--- config.mk ---
export PLATFORM = sky130hd
export DESIGN_NAME = grid_sequencer
export DESIGN_NICKNAME = d
export VERILOG_FILES = /design/src/rtl/sudoku_pkg.sv /design/src/rtl/grid_unpack.sv /design/src/rtl/grid_sequencer.sv
export SDC_FILE = /design/constraint.sdc
export NUM_CORES = 2
export LEC_CHECK = 0
export BUFFER_PORTS_ARGS = -buffer_cell sky130_fd_sc_hd__buf_2
export CAP_MARGIN = 30
export CELL_PAD_IN_SITES_DETAIL_PLACEMENT = 1
export CELL_PAD_IN_SITES_GLOBAL_PLACEMENT = 1
export CORE_AREA = 2 2 583 585
export DETAILED_ROUTE_END_ITERATION = 10
export DIE_AREA = 0 0 585 587
export PLACE_DENSITY_LB_ADDON = 0.1
export SKIP_LAST_GASP = 1
export SLEW_MARGIN = 5
export SYNTH_ARGS = -nofsm -noshare
export SYNTH_HDL_FRONTEND = slang
export SYNTH_SLANG_ARGS = --single-unit
--- constraint.sdc ---
create_clock -name i_Clk -period 4.3 [get_ports i_Clk]
set_clock_uncertainty 0.1 [all_clocks]
set_input_delay 1.075 -clock i_Clk [delete_from_list [all_inputs] [get_ports i_Clk]]
set_output_delay 1.075 -clock i_Clk [all_outputs]
set_load 0.03 [all_outputs]
--- src/rtl/sudoku_pkg.sv ---
// rtl/sudoku_pkg.sv - Shared cell type, FSM states and digit/mask helpers for grid_sequencer
package sudoku_pkg;

  typedef logic [8:0] cell_t;

  typedef enum logic [2:0] {
    IDLE,
    LOAD,
    WAIT,
    SAMPLE,
    SOLVED,
    STALLED,
    ERROR
  } state_t;

  localparam int    N_CELLS  = 81;
  localparam cell_t ALL_CAND = 9'h1FF;

  // Blank cell keeps every candidate open; a given digit pins a single candidate.
  function automatic cell_t digit_to_mask(input logic [3:0] digit);
    cell_t m;
    if (digit == 4'd0) m = ALL_CAND;
    else               m = cell_t'(1) << (digit - 4'd1);
    return m;
  endfunction

  // Resolved cell -> its digit; any cell still holding several candidates reads as 0.
  function automatic logic [3:0] mask_to_digit(input cell_t m);
    logic [3:0] d;
    d = 4'd0;
    if ($onehot(m)) begin
      for (int i = 0; i < 9; i++) begin
        if (m[i]) d = 4'(i + 1);
      end
    end
    return d;
  endfunction

endpackage

--- src/rtl/grid_unpack.sv ---
// rtl/grid_unpack.sv - Remaps the box-ordered scanner result into [col][row] cell order
module grid_unpack
  import sudoku_pkg::*;
(
  input  logic [2:0][2:0][8:0][8:0] scan_grid_i,
  output cell_t [8:0][8:0]          grid_o
);

  // Cell k of box (bc,br) sits at column bc*3 + k%3, row br*3 + k/3.
  for (genvar bc = 0; bc < 3; bc++) begin : g_bc
    for (genvar br = 0; br < 3; br++) begin : g_br
      for (genvar k = 0; k < 9; k++) begin : g_k
        assign grid_o[bc*3 + k%3][br*3 + k/3] = scan_grid_i[bc][br][k];
      end
    end
  end

endmodule

--- src/rtl/grid_sequencer.sv ---
// rtl/grid_sequencer.sv - Loads a puzzle and iterates scanner passes; GRID_READBACK_EN adds a result readback stream
module grid_sequencer
  import sudoku_pkg::*;
#(
  parameter int SCAN_LAT = 2,
  parameter int MAX_ITER = 64
) (
  input  logic                      i_Clk,
  input  logic                      i_Reset,
  input  logic                      i_Clear,
  input  logic                      i_Digit_Valid,
  input  logic [3:0]                i_Digit,
  output logic                      o_Digit_Ready,
  output logic [8:0][8:0][8:0]      o_Grid,
  input  logic [2:0][2:0][8:0][8:0] i_Scan_Grid,
  input  logic                      i_Scan_Complete,
  output logic                      o_Busy,
  output logic                      o_Solved,
  output logic                      o_Stalled,
  output logic                      o_Error,
`ifdef GRID_READBACK_EN
  output logic                      o_Out_Valid,
  output logic [3:0]                o_Out_Digit,
  input  logic                      i_Out_Ready,
`endif
  output logic [7:0]                o_Iter
);

  localparam int                   WCW        = (SCAN_LAT > 1) ? $clog2(SCAN_LAT) : 1;
  localparam logic [WCW-1:0]       WCNT_LAST  = WCW'(SCAN_LAT - 1);
  localparam logic [8:0]           ITER_LAST  = 9'(MAX_ITER - 1);
  localparam logic [8:0][8:0][8:0] GRID_RESET = {N_CELLS{ALL_CAND}};

  state_t                state_q, state_d;
  logic [8:0][8:0][8:0]  grid_q, grid_d;
  logic [7:0]            iter_q, iter_d;
  logic [3:0]            col_q, col_d;
  logic [3:0]            row_q, row_d;
  logic [WCW-1:0]        wcnt_q, wcnt_d;

  cell_t [8:0][8:0]      scan_cells;
  logic                  scan_has_zero;
  logic                  scan_all_onehot;
  logic                  accept;
  logic                  last_cell;

  grid_unpack u_unpack (
    .scan_grid_i (i_Scan_Grid),
    .grid_o      (scan_cells)
  );

  assign accept    = i_Digit_Valid & o_Digit_Ready;
  assign last_cell = (col_q == 4'd8) && (row_q == 4'd8);
  assign o_Grid    = grid_q;
  assign o_Iter    = iter_q;

  // Scanner result health: a dead cell means a contradiction, all one-hot means fully resolved.
  always_comb begin
    scan_has_zero   = 1'b0;
    scan_all_onehot = 1'b1;
    for (int c = 0; c < 9; c++) begin
      for (int r = 0; r < 9; r++) begin
        if (scan_cells[c][r] == '0)    scan_has_zero   = 1'b1;
        if (!$onehot(scan_cells[c][r])) scan_all_onehot = 1'b0;
      end
    end
  end

  // Next-state and datapath update; clear overrides everything including a live handshake.
  always_comb begin
    state_d = state_q;
    grid_d  = grid_q;
    iter_d  = iter_q;
    col_d   = col_q;
    row_d   = row_q;
    wcnt_d  = wcnt_q;
    if (i_Clear) begin
      state_d = IDLE;
      grid_d  = GRID_RESET;
      iter_d  = '0;
      col_d   = '0;
      row_d   = '0;
      wcnt_d  = '0;
    end else begin
      unique case (state_q)
        IDLE, LOAD: begin
          if (accept) begin
            if (i_Digit > 4'd9) begin
              state_d = ERROR;
            end else begin
              grid_d[col_q][row_q] = digit_to_mask(i_Digit);
              if (col_q == 4'd8) begin
                col_d = '0;
                row_d = row_q + 4'd1;
              end else begin
                col_d = col_q + 4'd1;
              end
              if (last_cell) begin
                state_d = WAIT;
                wcnt_d  = '0;
              end else begin
                state_d = LOAD;
              end
            end
          end
        end
        WAIT: begin
          if (wcnt_q == WCNT_LAST) state_d = SAMPLE;
          else                     wcnt_d  = wcnt_q + WCW'(1);
        end
        SAMPLE: begin
          if (scan_has_zero) begin
            state_d = ERROR;
          end else if (i_Scan_Complete && scan_all_onehot) begin
            state_d = SOLVED;
          end else if (scan_cells == grid_q) begin
            state_d = STALLED;
          end else begin
            grid_d = scan_cells;
            if (iter_q != 8'hFF) iter_d = iter_q + 8'd1;
            if ({1'b0, iter_q} == ITER_LAST) begin
              state_d = STALLED;
            end else begin
              state_d = WAIT;
              wcnt_d  = '0;
            end
          end
        end
        default: ;
      endcase
    end
  end

  // FSM register; status outputs are registered from the next state so they track it exactly.
  always_ff @(posedge i_Clk or negedge i_Reset) begin
    if (!i_Reset) begin
      state_q       <= IDLE;
      grid_q        <= GRID_RESET;
      iter_q        <= '0;
      col_q         <= '0;
      row_q         <= '0;
      wcnt_q        <= '0;
      o_Digit_Ready <= 1'b1;
      o_Busy        <= 1'b0;
      o_Solved      <= 1'b0;
      o_Stalled     <= 1'b0;
      o_Error       <= 1'b0;
    end else begin
      state_q       <= state_d;
      grid_q        <= grid_d;
      iter_q        <= iter_d;
      col_q         <= col_d;
      row_q         <= row_d;
      wcnt_q        <= wcnt_d;
      o_Digit_Ready <= (state_d == IDLE) || (state_d == LOAD);
      o_Busy        <= (state_d == LOAD) || (state_d == WAIT) || (state_d == SAMPLE);
      o_Solved      <= (state_d == SOLVED);
      o_Stalled     <= (state_d == STALLED);
      o_Error       <= (state_d == ERROR);
    end
  end

`ifdef GRID_READBACK_EN
  logic       rb_active_q;
  logic [3:0] rb_col_q;
  logic [3:0] rb_row_q;
  logic       rb_start;

  assign rb_start = ((state_d == SOLVED) || (state_d == STALLED)) &&
                    (state_q != SOLVED) && (state_q != STALLED);

  // Walk the final grid row-major, one cell per accepted output digit.
  always_ff @(posedge i_Clk or negedge i_Reset) begin
    if (!i_Reset) begin
      rb_active_q <= 1'b0;
      rb_col_q    <= '0;
      rb_row_q    <= '0;
    end else if (i_Clear) begin
      rb_active_q <= 1'b0;
      rb_col_q    <= '0;
      rb_row_q    <= '0;
    end else if (rb_start) begin
      rb_active_q <= 1'b1;
      rb_col_q    <= '0;
      rb_row_q    <= '0;
    end else if (rb_active_q && i_Out_Ready) begin
      if (rb_col_q == 4'd8) begin
        rb_col_q <= '0;
        if (rb_row_q == 4'd8) rb_active_q <= 1'b0;
        else                  rb_row_q    <= rb_row_q + 4'd1;
      end else begin
        rb_col_q <= rb_col_q + 4'd1;
      end
    end
  end

  // Grid is frozen in terminal states, so the digit only moves when the pointer advances.
  assign o_Out_Valid = rb_active_q;
  assign o_Out_Digit = mask_to_digit(grid_q[rb_col_q][rb_row_q]);
`endif

endmodule

Word-level counts from Yosys, hierarchy flattened. Cells that the tools add are included.

Equality and inequality tests: 106. Magnitude comparators: 5. Bitwise operators: 1. Reductions and logical operators: 104. Add/subtract/negate cells: 653. Shift operators: 1. Mux-type cells: 215.

Operators by type and width (count): 729-bit two-way mux (6); 729-bit one-hot mux with 2 select lines (1); 729-bit bitwise mux (1); 729-bit == test (1); 9-bit logical NOT (81); 1-bit by 1-bit adder with 2-bit output (324); 2-bit by 2-bit adder with 3-bit output (162); 3-bit by 3-bit adder with 4-bit output (81); 4-bit by 1-bit adder with 4-bit output (81); 81-bit demux with 4-bit select (1); 4-bit by 1-bit == test with 1-bit output (second input constant) (81); 1-bit two-way mux (171); 81-bit two-way mux (1); 9-bit two-way mux (6); 8-bit two-way mux (6); 4-bit two-way mux (10); 9-bit demux with 4-bit select (1); 3-bit two-way mux (8); 3-bit inequality test (second input constant) (7); 3-bit by 2-bit == test with 1-bit output (second input constant) (4); 4-bit by 5-bit less-than comparator with 1-bit output (second input constant) (2); 2-bit nonzero test (5); 3-bit == test (second input constant) (3); 3-bit one-hot mux with 3 select lines (1); other kinds (27) (40).

Logic and storage cells: 1176. Input bits: 738. Register bits after elaboration: 754. Output and inout port bits: 742.

Logic depth before layout (Yosys ltp).
Depth in word-level cells: 94. Mapped depth: 20. Gate-level depth less buffers: 17.

By module. A second synthesis with hierarchy kept.

Cell total of the unflattened synthesis: 8868. Area total of the unflattened synthesis: 84652.4 µm².

Modules (own cells, without submodules): grid_sequencer (sequential area each 19781.5 µm², times used 1, area each 79179.7 µm², cells an instance 8139); grid_unpack (sequential area each 0.0 µm², times used 1, area each 5472.7 µm², cells an instance 729).

Worst setup path after synthesis. No wires, ideal clock.

Path type: input to register. From: input port i_Scan_Grid[207] in the netlist's numbering. To: register grid_q (netlist bit o_Grid[413]). Path buffers: 2. Stages: 17. Arrival: 6128 ps. Data required time: 4117 ps. Path slack: -2012 ps. Setup time: 83 ps. Cells stage by stage: fa_1 inv_1 fa_1 fa_1 fa_1 inv_1 fa_1 nor4b_2 nand4_1 or4_1 or4_1 or4_4 o211ai_2 buf_6 buf_8 a31oi_4 a2bb2oi_1.

Cells in the longest elaborated chain, start to end: 64. Elaborated cells on any way between the ends: 124. Classes of those cells: add/sub: 4; eq/ne: 5; mux: 112; reduce/logical: 3.

RTL lines: start, declared (line grid_sequencer.sv:15) `input logic [2:0][2:0][8:0][8:0] i_Scan_Grid,`; 1-bit by 1-bit adder with 2-bit output (not written as such) (line grid_sequencer.sv:64) `if (!$onehot(scan_cells[c][r])) scan_all_onehot = 1'b0;`; 2-bit by 2-bit adder with 3-bit output (not written as such) (line grid_sequencer.sv:64); 3-bit by 3-bit adder with 4-bit output (not written as such) (line grid_sequencer.sv:64); 4-bit by 1-bit adder with 4-bit output (not written as such) (line grid_sequencer.sv:64); 4-bit by 1-bit == test with 1-bit output (line grid_sequencer.sv:64); 1-bit two-way mux (56 in a row) (line grid_sequencer.sv:64); 1-bit logical AND (line grid_sequencer.sv:114) `end else if (i_Scan_Complete && scan_all_onehot) begin`; 3-bit inequality test (no line); 6-bit AND reduction (no line) *; end signal, assigned (line grid_sequencer.sv:150) `grid_q <= grid_d;`; end, declared (line grid_sequencer.sv:35) `logic [8:0][8:0][8:0] grid_q, grid_d;`.

Mark *: on every way between the ends. The rest lies on a longest branch, timed or not. A chain may end at the register's enable or synchronous reset.

Worst setup path in the final report.
From: input port i_Scan_Grid[307] in the netlist's numbering. To: register grid_q (netlist bit o_Grid[309]).

Cells in the longest elaborated chain, start to end: 51. Elaborated cells on any way between the ends: 98. Classes of those cells: add/sub: 4; eq/ne: 5; mux: 86; reduce/logical: 3.

RTL lines (line): 1-bit by 1-bit adder with 2-bit output (not written as such) (grid_sequencer.sv:64); 2-bit by 2-bit adder with 3-bit output (not written as such) (grid_sequencer.sv:64); 3-bit by 3-bit adder with 4-bit output (not written as such) (grid_sequencer.sv:64); 4-bit by 1-bit adder with 4-bit output (not written as such) (grid_sequencer.sv:64); 4-bit by 1-bit == test with 1-bit output (grid_sequencer.sv:64); 1-bit two-way mux (43 in a row) (grid_sequencer.sv:64); 1-bit logical AND (grid_sequencer.sv:114); 3-bit inequality test (no line); 6-bit AND reduction (no line) *.

Marked as above.

==> parameters.txt <==
Parameter                              Value

Finish
  Area overhead of the layout relative to synthesis    58.7%
  Final cell utilization of the core    between 30% and 40%
  Count of filler cells inserted in the layout    39146
  Count of nets after finishing    11888
  Share of layout cells above drive strength 1    around 48%

Drt
  Average detailed-routed wire length per instance    46.4 um
  Iteration-0 DRC count of the detailed router    8698
  Total number of vias    79756
  Detailed-route wire length    just over 700 mm
  Drc violations    0
  Number of iterations in the first detailed-routing pass    5
  Antenna-violating nets left    0
  Post-DR vias/cell    5.24

Floorplan
  Horizontal die dimension    around 590 um
  Starting Density    approximately 19%
  Overall die area    343000 sq um
  Core area    ~340000 sq um
  Die Y-Extent    about 590 um
  Site Rows    214
  I/O pins    approximately 1500

Setup path
  Required time at the endpoint of the critical path    4.99 ns
  Master of the slowest instance on the critical path    sky130_fd_sc_hd__fa_2
  CP Data Arrival Time    7.30 ns
  Top delay family on crit path    adder cells
  Worst Path Max Fanout    9
  Critical path buffers and inverters    8
  WS Path Type    in2reg
  Slowest stage delay, CP    0.62 ns
  Critical Path Source Type    input pin
  Critical Path Sink Type    flip-flop
  Cell-by-cell listing of the critical path    buf_2 > fa_2 > inv_2 > fa_1 > fa_1 > fa_2 > inv_2 > fa_2 > nor4_2 > buf_4 > nand4_1 > nor4_4 > o2111ai_1 > or4_4 > or4_4 > o211ai_4 > buf_4 > buf_12 > buf_12 > buf_16 > a31oi_4 > a2bb2oi_1
  Cell seen most often among critical-path stages    sky130_fd_sc_hd__fa_2

Synth
  Count of unique library cells instantiated by Yosys    69
  Top cells by instance count after synthesis    1058 x sky130_fd_sc_hd__inv_1, 760 x sky130_fd_sc_hd__o21ai_0, 738 x sky130_fd_sc_hd__nand3_1
  Register area share after synthesis    30.4%
  Most frequent cell after synthesis    sky130_fd_sc_hd__inv_1
  Number of register bits inferred by synthesis    between 700 and 800
  Post-synth top area share    29.4%
  Count of flip-flops with a built-in enable after synthesis    0
  Synth async-reset ratio    100%
  Synthesized Nets    8419
  Count of synthesis-stage warnings from yosys    0
  Library cell with the largest summed area after synthesis    sky130_fd_sc_hd__dfstp_2
  Main area contributors after synthesis    sky130_fd_sc_hd__dfstp_2 29%, sky130_fd_sc_hd__fa_1 12%, sky130_fd_sc_hd__a2bb2oi_1 9.3%
  Post-synthesis average cell area    9.28 sq um
  Cell Area, Synth    between 60000 and 70000 sq um
  Post-Syn Instances    between 7000 and 8000
  Most used flip-flop cell after synthesis    sky130_fd_sc_hd__dfstp_2

STA
  RSZ-0062 raised after global routing    true
  Max Clk Rate    151 MHz
  Slew headroom    13.1%
  Count of endpoints failing hold in the final timing report    0
  Worst setup slack after layout    -2.30 ns
  Worst Tran Pin Value    around 1.3 ns
  Slew Limit Fails    0
  Shortest clock period the worst path allows after layout    6.60 ns
  Final period utilization    154%
  Setup-violating endpoint count in the final report    746

Power and ir drop
  Pleak    44.7 nW
  Power density over the cells    310 nW/um^2
  Worst vdd rail ir drop    about 0.00028 V

GRT
  Number of global-route vias before repair    a little under 80000
  GRT Residual Overflow    0
  Antenna violations before repair    268
  First-pass GRT wire length    880 mm
  Overall routing resource usage    39.7%
  Largest net degree at the start of global routing    about 230

CTS
  CTS tree    yes
  Maximum buffer depth of the clock tree    4
  Clock-pin slew on the worst setup and hold paths    around 0.060 ns
  Clk_lat worst skew    roughly 0.95 ns
  Number of buffers created by CTS    117
  Root cell of the clock tree    sky130_fd_sc_hd__clkbuf_16
  Sinks on the clock net    754
  Count of H-tree levels built during CTS    3

Min path
  Type of the tightest min-delay check    in2async

Run
  Max-capacitance violation count    0

Place
  Number of buffers added on ports    about 1500
  Detailed placement HPWL    ~600 mm
  Weighted congestion reported at the end of routability-driven placement    ~1.0
  Post-placement worst setup slack    -3.86 ns

Run status
  Violated checks    setup timing
  Outcome    finished with violations
area by class of cell:
class / count / area (sq um) / share of cell area, %
Tap cell: 4536 / 5680 / 5.49
Timing Repair Buffer: 3696 / 27700 / 26.8
Inverter: 1059 / 3980 / 3.85
Clock buffer: 161 / 3350 / 3.23
Antenna cell: 122 / 305 / 0.295
Clock inverter: 44 / 532 / 0.514
Multi-Input combinational cell: 4863 / 42100 / 40.7
Sequential cell: 754 / 19800 / 19.1
routing by layer:
metal | share of wire [%] | routed length [um] | global-route usage, % | up-vias
li1 | - | - | - | 31859
met1 | 40 | 282000 | 50.0 | 42010
met2 | 43 | 302000 | 59.5 | 4612
met3 | 9.2 | 65100 | 10.3 | 1189
met4 | 8.0 | 56600 | 26.6 | 86
met5 | 0.083 | 583 | 0 | -
registers in the layout (all words and copies together), names as in the netlist:
register,count
o_Busy,1
col_q,4
o_Digit_Ready,1
wcnt_q,1
o_Stalled,1
o_Iter,8
o_Error,1
o_Solved,1
row_q,4
o_Grid,729
state_q,3
final timing paths:
check	from	to	slack [ns]	depth (start not counted)
setup / recovery	i_Scan_Grid[307]	o_Grid[309]	-2.30	22
hold / removal	i_Reset	col_q[3]	0.19	1
setup reg to reg	o_Grid[555]	o_Grid[309]	-0.57	14
hold reg to reg	o_Grid[482]	o_Grid[482]	0.41	1
max in group asynchronous	i_Reset	o_Grid[723]	2.64	3
min in group i_Clk	i_Scan_Grid[83]	o_Grid[29]	0.40	3
cell families (layout without fill, tap and decap cells):
kind of cell               count (synthesis)  in the layout  share of synthesized area, %
and+or+nand+nor                         1718           1718                          13.9
muxes                                     12             12                         0.186
adders and majority gates                661            661                          17.3
AOI/OAI and AO/OA                       1751           1784                          20.2
xor gates and xnor gates                 688            688                          9.25
buffers and inverters                   1438           4960                          8.78
DFF                                      754            754                          30.4
other                                      0            122                             0
stage by stage:
step	TNS (ns)	std cells	area [sq um]	hold slack (ns)	total power, W
after floorplan	-1346.17	7022	65300	0.430	0.0113
after global placement	-2926.21	14790	95500	0.406	0.0206
after detailed placement	-2793.16	14797	95600	0.409	0.0208
after CTS	-1552.47	15082	102000	0.174	0.0317
after global routing	-1687.70	15165	103000	0.177	0.0327
final	-1637.63	15235	103000	0.190	0.0321
power breakdown:
group          internal [W]  leakage [nW]  switching, W  total [W]
clock network       0.00608          1.93       0.00428     0.0104
registers           0.00720          8.01     0.0000746    0.00727
logic               0.00545          34.8       0.00901     0.0145
total                0.0187          44.7        0.0134     0.0321
cell usage in the layout (no fill, tap or decap), types with 22 or more instances in the layout:
master	netlist	layout
sky130_fd_sc_hd__a2bb2oi_2	30	191
sky130_fd_sc_hd__inv_1	1058	1045
sky130_fd_sc_hd__a211oi_1	41	38
sky130_fd_sc_hd__buf_16	0	44
sky130_fd_sc_hd__buf_12	2	202
sky130_fd_sc_hd__xnor2_1	589	574
sky130_fd_sc_hd__clkinv_2	0	28
sky130_fd_sc_hd__diode_2	0	122
sky130_fd_sc_hd__buf_4	14	1942
sky130_fd_sc_hd__nand2b_1	60	60
sky130_fd_sc_hd__o2111ai_1	22	22
sky130_fd_sc_hd__nand2_1	59	49
sky130_fd_sc_hd__a2bb2oi_1	690	529
sky130_fd_sc_hd__dfstp_2	730	730
sky130_fd_sc_hd__nor2b_1	49	49
sky130_fd_sc_hd__fa_2	0	31
sky130_fd_sc_hd__nor4_1	191	161
sky130_fd_sc_hd__ha_1	254	254
sky130_fd_sc_hd__xor2_1	99	94
sky130_fd_sc_hd__clkbuf_16	0	128
sky130_fd_sc_hd__fa_1	405	374
sky130_fd_sc_hd__o21ai_0	760	752
sky130_fd_sc_hd__nor2_1	273	273
sky130_fd_sc_hd__o22ai_1	25	24
sky130_fd_sc_hd__a31oi_4	60	88
sky130_fd_sc_hd__nand4_1	270	270
sky130_fd_sc_hd__buf_2	59	1475
sky130_fd_sc_hd__nand3_1	738	737
sky130_fd_sc_hd__dfrtp_1	24	24
worst register-to-register path: stages, from the launching register on:
cell and delay [ns]:
sky130_fd_sc_hd__dfstp_2 0.63, sky130_fd_sc_hd__xor2_1 0.32, sky130_fd_sc_hd__nor4_1 0.90, sky130_fd_sc_hd__buf_4 0.27, sky130_fd_sc_hd__and4_1 0.19, sky130_fd_sc_hd__nand4_1 0.21
sky130_fd_sc_hd__nor4_1 0.36, sky130_fd_sc_hd__nand3_1 0.34, sky130_fd_sc_hd__o211ai_4 0.31, sky130_fd_sc_hd__buf_4 0.16, sky130_fd_sc_hd__buf_12 0.15, sky130_fd_sc_hd__buf_12 0.16
sky130_fd_sc_hd__buf_16 0.19, sky130_fd_sc_hd__a31oi_4 0.26, sky130_fd_sc_hd__a2bb2oi_1 0.23
repair_timing:
action	CTS	global route
gates cloned	57	23
buffers inserted	23	17
hold buffers	0	0
pin swaps	60	53
resized for setup	236	125
endpoints found under the setup margin	746	746
(Power assumes the default switching activity.)
